`src/rtl/cpu_pkg.sv`:
```
// rtl/cpu_pkg.sv - shared encodings for the memory port arbiter
package cpu_pkg;

    typedef enum logic [1:0] {
        IDLE   = 2'd0,
        ACCESS = 2'd1,
        WAIT   = 2'd2,
        RESP   = 2'd3
    } arb_state_t;

    typedef enum logic {
        OWN_IF = 1'b0,
        OWN_DM = 1'b1
    } owner_t;

    localparam int MEM_LAT_MAX = 4;
    localparam int LAT_CNT_W   = $clog2(MEM_LAT_MAX + 1);

endpackage

```
`src/rtl/mem_arb_grant.sv`:
```
// rtl/mem_arb_grant.sv - combinational ready selection between fetch and data requesters
module mem_arb_grant (
    input  logic if_valid,
    input  logic dm_valid,
    input  logic idle,
    input  logic prio_dm,
    output logic if_ready,
    output logic dm_ready
);

    // prio_dm decides only on contention; a lone requester is always accepted.
    always_comb begin
        dm_ready = idle & (prio_dm | ~if_valid);
        if_ready = idle & (~prio_dm | ~dm_valid);
    end

endmodule

```
`src/rtl/mem_port_arbiter.sv`:
```
// rtl/mem_port_arbiter.sv - shares one memory port between fetch and load/store paths
// Optional: MEM_ARB_ROUND_ROBIN_EN selects round-robin instead of fixed data priority.
module mem_port_arbiter
    import cpu_pkg::*;
#(
    parameter int AW      = 32,
    parameter int DW      = 32,
    parameter int MEM_LAT = 1
) (
    input  logic          clk,
    input  logic          rst_n,
    input  logic          if_req_valid,
    output logic          if_req_ready,
    input  logic [AW-1:0] if_addr,
    output logic          if_rsp_valid,
    output logic [DW-1:0] if_rdata,
    input  logic          dm_req_valid,
    output logic          dm_req_ready,
    input  logic [AW-1:0] dm_addr,
    input  logic          dm_wr,
    input  logic [DW-1:0] dm_wdata,
    output logic          dm_rsp_valid,
    output logic [DW-1:0] dm_rdata,
    output logic          mem_en,
    output logic          mem_we,
    output logic [AW-1:0] mem_addr,
    output logic [DW-1:0] mem_wdata,
    input  logic [DW-1:0] mem_rdata,
    output logic          busy
);

    localparam logic [LAT_CNT_W-1:0] LAT_INIT = LAT_CNT_W'(MEM_LAT);

    arb_state_t            state;
    arb_state_t            state_next;
    logic [AW-1:0]         addr_q;
    logic [DW-1:0]         wdata_q;
    logic                  wr_q;
    owner_t                owner_q;
    logic [LAT_CNT_W-1:0]  cnt;
    logic                  idle;
    logic                  prio_dm;
    logic                  if_hs;
    logic                  dm_hs;

    // Readys are held low while reset is asserted so every output reads 0.
    assign idle  = (state == IDLE) & rst_n;
    assign if_hs = if_req_valid & if_req_ready;
    assign dm_hs = dm_req_valid & dm_req_ready;

    mem_arb_grant u_grant (
        .if_valid (if_req_valid),
        .dm_valid (dm_req_valid),
        .idle     (idle),
        .prio_dm  (prio_dm),
        .if_ready (if_req_ready),
        .dm_ready (dm_req_ready)
    );

`ifdef MEM_ARB_ROUND_ROBIN_EN
    always_ff @(posedge clk or negedge rst_n) begin
        if (!rst_n) begin
            prio_dm <= 1'b1;
        end else if (dm_hs) begin
            prio_dm <= 1'b0;
        end else if (if_hs) begin
            prio_dm <= 1'b1;
        end
    end
`else
    assign prio_dm = 1'b1;
`endif

    always_ff @(posedge clk or negedge rst_n) begin
        if (!rst_n) begin
            state <= IDLE;
        end else begin
            state <= state_next;
        end
    end

    always_comb begin
        state_next   = state;
        mem_en       = 1'b0;
        mem_we       = 1'b0;
        mem_addr     = '0;
        mem_wdata    = '0;
        if_rsp_valid = 1'b0;
        dm_rsp_valid = 1'b0;
        busy         = (state != IDLE);
        case (state)
            IDLE: begin
                if (if_hs || dm_hs) begin
                    state_next = ACCESS;
                end
            end
            ACCESS: begin
                mem_en     = 1'b1;
                mem_we     = wr_q;
                mem_addr   = addr_q;
                mem_wdata  = wr_q ? wdata_q : '0;
                state_next = wr_q ? RESP : WAIT;
            end
            WAIT: begin
                if (cnt == LAT_CNT_W'(1)) begin
                    state_next = RESP;
                end
            end
            RESP: begin
                if_rsp_valid = (owner_q == OWN_IF);
                dm_rsp_valid = (owner_q == OWN_DM);
                state_next   = IDLE;
            end
            default: state_next = IDLE;
        endcase
    end

    always_ff @(posedge clk or negedge rst_n) begin
        if (!rst_n) begin
            addr_q   <= '0;
            wdata_q  <= '0;
            wr_q     <= 1'b0;
            owner_q  <= OWN_DM;
            cnt      <= '0;
            if_rdata <= '0;
            dm_rdata <= '0;
        end else begin
            case (state)
                IDLE: begin
                    if (dm_hs) begin
                        addr_q  <= dm_addr;
                        wdata_q <= dm_wdata;
                        wr_q    <= dm_wr;
                        owner_q <= OWN_DM;
                    end else if (if_hs) begin
                        addr_q  <= if_addr;
                        wdata_q <= '0;
                        wr_q    <= 1'b0;
                        owner_q <= OWN_IF;
                    end
                end
                ACCESS: begin
                    cnt <= LAT_INIT;
                end
                WAIT: begin
                    cnt <= cnt - LAT_CNT_W'(1);
                    // Last wait cycle: read data is valid on the port now.
                    if (cnt == LAT_CNT_W'(1)) begin
                        if (owner_q == OWN_IF) begin
                            if_rdata <= mem_rdata;
                        end else begin
                            dm_rdata <= mem_rdata;
                        end
                    end
                end
                default: ;
            endcase
        end
    end

endmodule

```
`config.mk`:
```
export PLATFORM = sky130hd
export DESIGN_NAME = mem_port_arbiter
export DESIGN_NICKNAME = d
export VERILOG_FILES = /design/src/rtl/cpu_pkg.sv /design/src/rtl/mem_arb_grant.sv /design/src/rtl/mem_port_arbiter.sv
export SDC_FILE = /design/constraint.sdc
export NUM_CORES = 1
export LEC_CHECK = 0
export ABC_CLOCK_PERIOD_IN_PS = 2400
export CAP_MARGIN = 20
export CORE_MARGIN = 8
export CORE_UTILIZATION = 42
export CTS_CLUSTER_SIZE = 16
export DETAILED_ROUTE_END_ITERATION = 7
export PLACE_DENSITY = 0.85
export SYNTH_ARGS = -nofsm -noshare
export SYNTH_HDL_FRONTEND = slang
export SYNTH_HIERARCHICAL = 1
export SYNTH_SLANG_ARGS = --single-unit
```
`constraint.sdc`:
```
create_clock -name clk -period 2.4 [get_ports clk]
set_input_delay 0.48 -clock clk [delete_from_list [all_inputs] [get_ports clk]]
set_output_delay 0.48 -clock clk [all_outputs]
set_load 0.01 [all_outputs]
```
==> summary.md, run 1 <==
| Metric | Value |
|---|---|
| Yosys cell types | `37` |
| Commonest non-fill, non-tap cell in the layout | `clkdlybuf4s50_1` |
| Final core occ | `69.0%` |
| Pin count of the biggest net entering global routing | `69` |
| Min-delay worst type | `input pin to async pin` |
| Bufs on Longest Clock Path | `2` |
| I/O pins | `268` |
| Relative slew slack | `43.8%` |
| Slew @ Worst Pin | `0.843 ns` |
| Final hold slack | `0.247 ns` |
| First-pass GRT wire length | `28,200 µm` |
| Synth Area in Adders | `1.68%` |
| R2R Path End | `wdata_q[0]` |
| Wirelength per Cell | `19.3 µm` |
| DRC errors left | `0` |
| Post-synthesis mux area share | `17.7%` |
| Pre-antenna DRT Iters | `4` |
| FF-to-FF path depth | `10` |
| Vias in the first global route | `5,240` |
| RSZ-0062 raised after global routing | `no` |
| Clk pwr share | `23.2%` |
| Initial Utilization | `42.9%` |
| Cell Area, Synth | `5960 µm²` |
| Tcrit/Tclk final | `97.4%` |
| Antenna-violating nets left | `0` |
| Setup CP Type | `register to output pin` |
| Overall power | `11.7 mW` |
| Clk sink count | `135` |
| CP startpoint | `state[1]` |
| GRT overflow | `0` |
| Peak Freq | `0.428 GHz` |
| Initial antenna violation count | `0` |
| Total number of vias | `4,790` |
| Chip Height | `135 µm` |
| Cell count after synthesis | `469` |
| Synth Area in XOR/XNOR | `0%` |
| Gate power share | `42.6%` |
| Finished Layout Cells | `942` |
| Pwr dens | `1220 nW/µm²` |
| Post-DP HPWL | `13,800 µm` |
| Ratio of cells with drive above 1 in the final layout | `18.6%` |
| Leak pwr | `4.62 nW` |
| Post-synthesis compound-gate area fraction | `11.8%` |
| Fin. max-slew vios | `0` |
| Switching Share | `30.8%` |
| Critical Path Fanout Max | `16` |
| Internal power | `8.11 mW` |
| CTS tree | `done` |
| Outcome | `completed` |
| Fin nets | `890` |
| CP cell instances | `inv_2 -> buf_6 -> ha_4 -> bufbuf_16 -> and3_1 -> clkdlybuf4s15_1` |
| Simple-gate share of the synthesized area | `8.55%` |
| GRT Resource Usage Total | `19.7%` |
| Die ar. | `18,300 µm²` |
| Hold Vio Cnt, Final | `0` |
| Sequential fraction of the synthesis area | `56.7%` |
| YS warnings | `6` |
| Site Rows | `43` |
| Crit path DAT | `1.86 ns` |
| Largest family of logic cells by synthesized area | `multiplexers` |
| Skew final | `0.00836 ns` |
| NetSw | `3.61 mW` |
| CP Data Required Time | `1.92 ns` |
| Core ar. | `13,900 µm²` |
| Final TNS setup | `0 ns` |
| Yosys reg bits | `135` |
| Routed vias/inst | `5.08` |
| Placed insts | `908` |
| Worst path max stage delay | `0.39 ns` |
| Final wirelength | `18,200 µm` |
| Sequential share of power | `34.2%` |
| CTS buffer count | `17` |
| Worst setup path end | `mem_wdata[16]` |
| N_diodes | `0` |
| CP max stage cell | `dfrtp_1` |
| CTS clock-pin slew for the worst setup and hold paths | `0.05 ns` |
| Most frequent cells in the layout | `clkdlybuf4s50_1 (195), dfrtp_1 (134), mux2_2 (65)` |
| Count of final setup violators | `0` |
| Element type at the critical path start | `register` |
| Worst setup EP type | `output pin` |
| Detailed Route Iter0 Violations | `254` |
| Reg2Reg Setup Slack | `0.22 ns` |
| Max_cap viols | `0` |
| Syn avg cell area | `12.7 µm²` |
| Port Buf Inserts | `267` |
| Routability cong. | `0.787` |
| Worst skew pair latency | `0.41 ns` |
| Worst reg2reg startpoint | `state[1]` |
| Die Span X | `135 µm` |
| H-tree Lvls | `4` |
| Fin crit period | `2.34 ns` |
| Root buf cell | `clkbuf_16` |
| Worst vdd ir | `0.469 mV` |
| Layout Area Growth over Synthesis | `60.7%` |
[area by class of cell]
type | count | area (µm²)
flip-flops and latches | 135 | 3380
repair buffers | 294 | 2900
well taps | 180 | 225
multi-input cells | 294 | 2420
fillers | 960 | 4310
clock inverters | 7 | 141
clock buffers | 25 | 485
inverters | 7 | 26.3
[worst max-delay path, delay by kind of cell (launching register included)]
kind	cells	cell delay [ns]
adders and majority gates	1	0.15
buffers and inverters	4	0.74
DFF	1	0.39
and+or+nand+nor	1	0.16
[how the worst min path moves through the flow]
stage	from	to	cells after the start
final	rst_n	addr_q[16]	2
after global routing	rst_n	addr_q[16]	2
after CTS	rst_n	state[1]	2
after detailed placement	wdata_q[2]	wdata_q[2]	1
after global placement	wdata_q[16]	wdata_q[16]	1
after floorplan	rst_n	addr_q[0]	0
[registers in the layout, indices dropped and copies added (netlist names)]
register  count
addr_q       32
dm_rdata     32
if_rdata     32
wdata_q      32
cnt           3
state         2
owner_q       1
wr_q          1
[kinds of logic after synthesis]
| kind of cell | after synthesis |
|---|---|
| multiplexers | 97 |
| other | 1 |
| AND/OR/NAND/NOR | 79 |
| buffers and inverters | 41 |
| flip-flops | 135 |
| adder cells (fa/ha/maj) | 8 |
| AO/OA/AOI/OAI | 108 |
[through the flow]
step | setup slack (ns) | cell area (µm²)
floorplan | 0.0415 | 5960
global placement | -0.0720 | 8910
detailed placement | -0.0691 | 8930
CTS | -0.00840 | 9570
global route | 0.00261 | 9580
finish | 0.0628 | 9580
[cells in the mapped netlist (all sizes together)]
cell type,instances,area share [%]
mux2,65,12
a21boi,2,0.25
a2bb2oi,1,0.15
conb,1,0.063
a21o,1,0.13
nand2,1,0.063
buf,16,1.9
inv,7,0.44
nand3,1,0.084
nand3b,2,0.25
o21a,1,0.13
nor2,2,0.17
ha,8,1.7
dfrtp,134,56
nor3b,1,0.32
and3,32,3.4
a22oi,2,0.48
o2bb2ai,1,0.15
mux2i,32,5.4
a22o,33,4.9
a221oi,1,0.15
and2,35,3.7
nor3,1,0.084
dfstp,1,0.44
nand2b,2,0.34
nand4,1,0.11
nor2b,1,0.11
o21ai,66,5.5
clkbuf,18,1.2
[per-layer routing]
layer	up-vias	GRT usage (%)	part of all wire (%)
met5	-	0	0
met4	0	7.90	2.2
met3	27	9.14	11
met2	229	31.2	47
met1	2293	22.8	40
li1	2241	-	-
[power groups by stage]
| stage | Clock (mW) | Sequential [mW] | Combinational [mW] |
|---|---|---|---|
| 2_1_floorplan | 0 | 4.13 | 2.21 |
| 3_3_place_gp | 0 | 3.96 | 4.87 |
| 3_5_place_dp | 0 | 4.02 | 5.07 |
| 4_1_cts | 2.78 | 4.01 | 5.05 |
| 5_1_grt | 2.89 | 4.14 | 5.39 |
| 6_report | 2.72 | 4.01 | 4.99 |
[timing repair]
item,4_1_cts,5_1_grt
hold buffers,0,0
resized for setup,98,10
endpoints found under the setup margin,69,30
buffers inserted,0,1
pin swaps,0,1
cloned,1,0
(Power assumes the default switching activity.)
==> inputs of run 2 (changes only) <==
Settings changed: TNS_END_PERCENT set to 20.
==> summary.md, run 2 (synthesis gave the netlist of run 1 again) <==
| Metric | Value |
|---|---|
| FF-to-FF path depth | `11 (+1)` |
| CP Data Required Time | `1.92 ns (about the same)` |
| Outcome | `completed` |
| Site Rows | `43 (unchanged)` |
| GRT overflow | `0 (unchanged)` |
| CTS Hold Bufs | `0 (unchanged)` |
| Layout Area Growth over Synthesis | `59.7%` |
| Fill cell count | `970 (+1.0%)` |
| Detailed Route Iter0 Violations | `247 (-2.8%)` |
| Worst vdd ir | `0.468 mV (-0.28%)` |
| Die ar. | `18,300 µm² (unchanged)` |
| Max_cap viols | `0 (unchanged)` |
| Die Span X | `135 µm (unchanged)` |
| Final core occ | `68.6% (-0.41 points)` |
| Worst Path Buf+Inv | `4 (unchanged)` |
| GRT Resource Usage Total | `19.6% (-0.16 points)` |
| N_diodes | `0 (unchanged)` |
| Hold Vio Cnt, Final | `0 (unchanged)` |
| Ratio of cells with drive above 1 in the final layout | `18.0% (-0.66 points)` |
| Tcrit/Tclk final | `96.8% (-0.57 points)` |
| Worst skew pair latency | `0.41 ns (about the same)` |
| DP Area | `8930 µm² (unchanged)` |
| Total number of vias | `4,800 (+0.21%)` |
| CTS tree | `done` |
| Root buf cell | `clkbuf_16` |
| Final wirelength | `18,000 µm (-1.0%)` |
| Antenna-violating nets left | `0 (unchanged)` |
| Final WS setup | `0.0766 ns (+0.0137 ns)` |
| Fin crit period | `2.32 ns (-0.0137 ns)` |
| Commonest non-fill, non-tap cell in the layout | `clkdlybuf4s50_1` |
| Crit path DAT | `1.84 ns (-0.02 ns)` |
| CTS buffer count | `17 (unchanged)` |
| Chip Height | `135 µm (unchanged)` |
| RSZ-0062 raised after global routing | `no` |
| Final TNS setup | `0 ns (unchanged)` |
| Leak pwr | `4.62 nW (-0.20%)` |
| Vias in the first global route | `5,228 (-0.23%)` |
| Pre-antenna DRT Iters | `4 (unchanged)` |
| First-pass GRT wire length | `28,000 µm (-0.68%)` |
| Seq. cell area | `3380 µm² (unchanged)` |
| Wirelength per Cell | `19.1 µm (-1.0%)` |
| Pin count of the biggest net entering global routing | `69 (unchanged)` |
| Peak Freq | `0.430 GHz (+0.59%)` |
| Count of final setup violators | `0 (unchanged)` |
| WP depth | `6 (unchanged)` |
| Top delay family on crit path | `buffers and inverters` |
| Initial antenna violation count | `0 (unchanged)` |
| CP cell instances | `inv_1 -> buf_4 -> ha_2 -> buf_12 -> and3_1 -> clkdlybuf4s15_1` |
| Post-DP HPWL | `13,800 µm (unchanged)` |
| Pre-CTS WS | `-0.0691 ns (unchanged)` |
| Critical Path Fanout Max | `33 (+17)` |
| Setup CP Type | `register to output pin` |
| H-tree Lvls | `4 (unchanged)` |
| Finished layout cell area | `9520 µm² (-0.60%)` |
| CTS clock-pin slew for the worst setup and hold paths | `0.06 ns (about the same)` |
| I/O pins | `268 (unchanged)` |
| Routed vias/inst | `5.10 (+0.21%)` |
| Skew final | `0.00910 ns (+0.000743 ns)` |
| Element type at the critical path start | `register` |
| Routability cong. | `0.787 (unchanged)` |
| Port Buf Inserts | `267 (unchanged)` |
| Fin. max-slew vios | `0 (unchanged)` |
| Overall power | `11.6 mW (-0.91%)` |
| Pwr dens | `1220 nW/µm² (-0.31%)` |
| Area of the multi-input gates | `2410 µm² (-0.62%)` |
| CP max stage cell | `dfrtp_1` |
| Bufs on Longest Clock Path | `2 (unchanged)` |
| Clk sink count | `135 (unchanged)` |
| DRC errors left | `0 (unchanged)` |
| Most frequent cells in the layout | `clkdlybuf4s50_1 (195), dfrtp_1 (134), mux2_2 (65)` |
| Min-delay worst type | `input pin to async pin` |
| Initial Utilization | `42.9% (unchanged)` |
| Relative slew slack | `43.4% (-0.45 points)` |
| Worst path max stage delay | `0.38 ns (about the same)` |
| Core ar. | `13,900 µm² (unchanged)` |
| Fin nets | `890 (unchanged)` |
| Worst setup EP type | `output pin` |
| Slew @ Worst Pin | `0.849 ns (+0.00679 ns)` |
-- run 2: cell types whose count changed in the layout (fill, tap and decap cells not counted), sizes merged --
cell	previous run	this run
dlygate4sd2	52	47
clkbuf	28	31
buf	27	28
bufbuf	1	0
clkdlybuf4s15	14	15
dlymetal6s2s	2	3
-- run 2: cell type report --
type | count | share of cell area, %
Clock buffer | 25 | 5.10
Clock inverter | 7 | 1.49
Inverter | 7 | 0.276
Multi-Input combinational cell | 294 | 25.3
Sequential cell | 135 | 35.5
Tap cell | 180 | 2.37
Timing Repair Buffer | 294 | 30.0
-- run 2: timing repair --
item | in CTS | in global routing
pin swaps | 0 | 1
setup buffers | 0 | 2
resized for setup | 74 | 31
endpoints found under the setup margin | 69 | 34
-- run 2: where the power goes --
| part | internal [mW] | leakage [nW] | total [mW] | switching [mW] |
|---|---|---|---|---|
| Clock | 1.82 | 0.302 | 2.72 | 0.898 |
| Sequential | 3.39 | 1.66 | 4.01 | 0.615 |
| Combinational | 2.81 | 2.66 | 4.89 | 2.07 |
| Total | 8.03 | 4.62 | 11.6 | 3.59 |
-- run 2: worst register-to-register path: cells and delay by family, from the launching register on --
family	cells	cell delay, ns
DFF	1	0.38
adders and majority gates	1	0.19
and+or+nand+nor	1	0.16
buffers and inverters	5	0.71
AOI/OAI and AO/OA	4	0.60
-- run 2: layer usage --
layer	routed length, µm	vias to the layer above	track usage, %
li1	-	2239	-
met1	7130	2305	22.6
met2	8430	229	30.9
met3	2030	27	9.03
met4	417	0	8.02
met5	0	-	0
-- run 2: per-stage QoR --
| stage | std cells | hold slack, ns |
|---|---|---|
| floorplan | 470 | 0.184 |
| global placement | 907 | 0.481 |
| detailed placement | 908 | 0.488 |
| CTS | 940 | 0.280 |
| global route | 942 | 0.317 |
| finish | 942 | 0.247 |
-- run 2: path summary, 6_finish.rpt --
kind,slack (ns),start,endpoint
setup / recovery,0.08,state[1],mem_wdata[30]
hold / removal,0.25,rst_n,addr_q[16]
setup reg to reg,0.22,state[0],addr_q[3]
hold reg to reg,0.49,addr_q[25],addr_q[25]
max in group asynchronous,0.79,rst_n,if_rdata[23]
min in group clk,0.49,addr_q[25],addr_q[25]
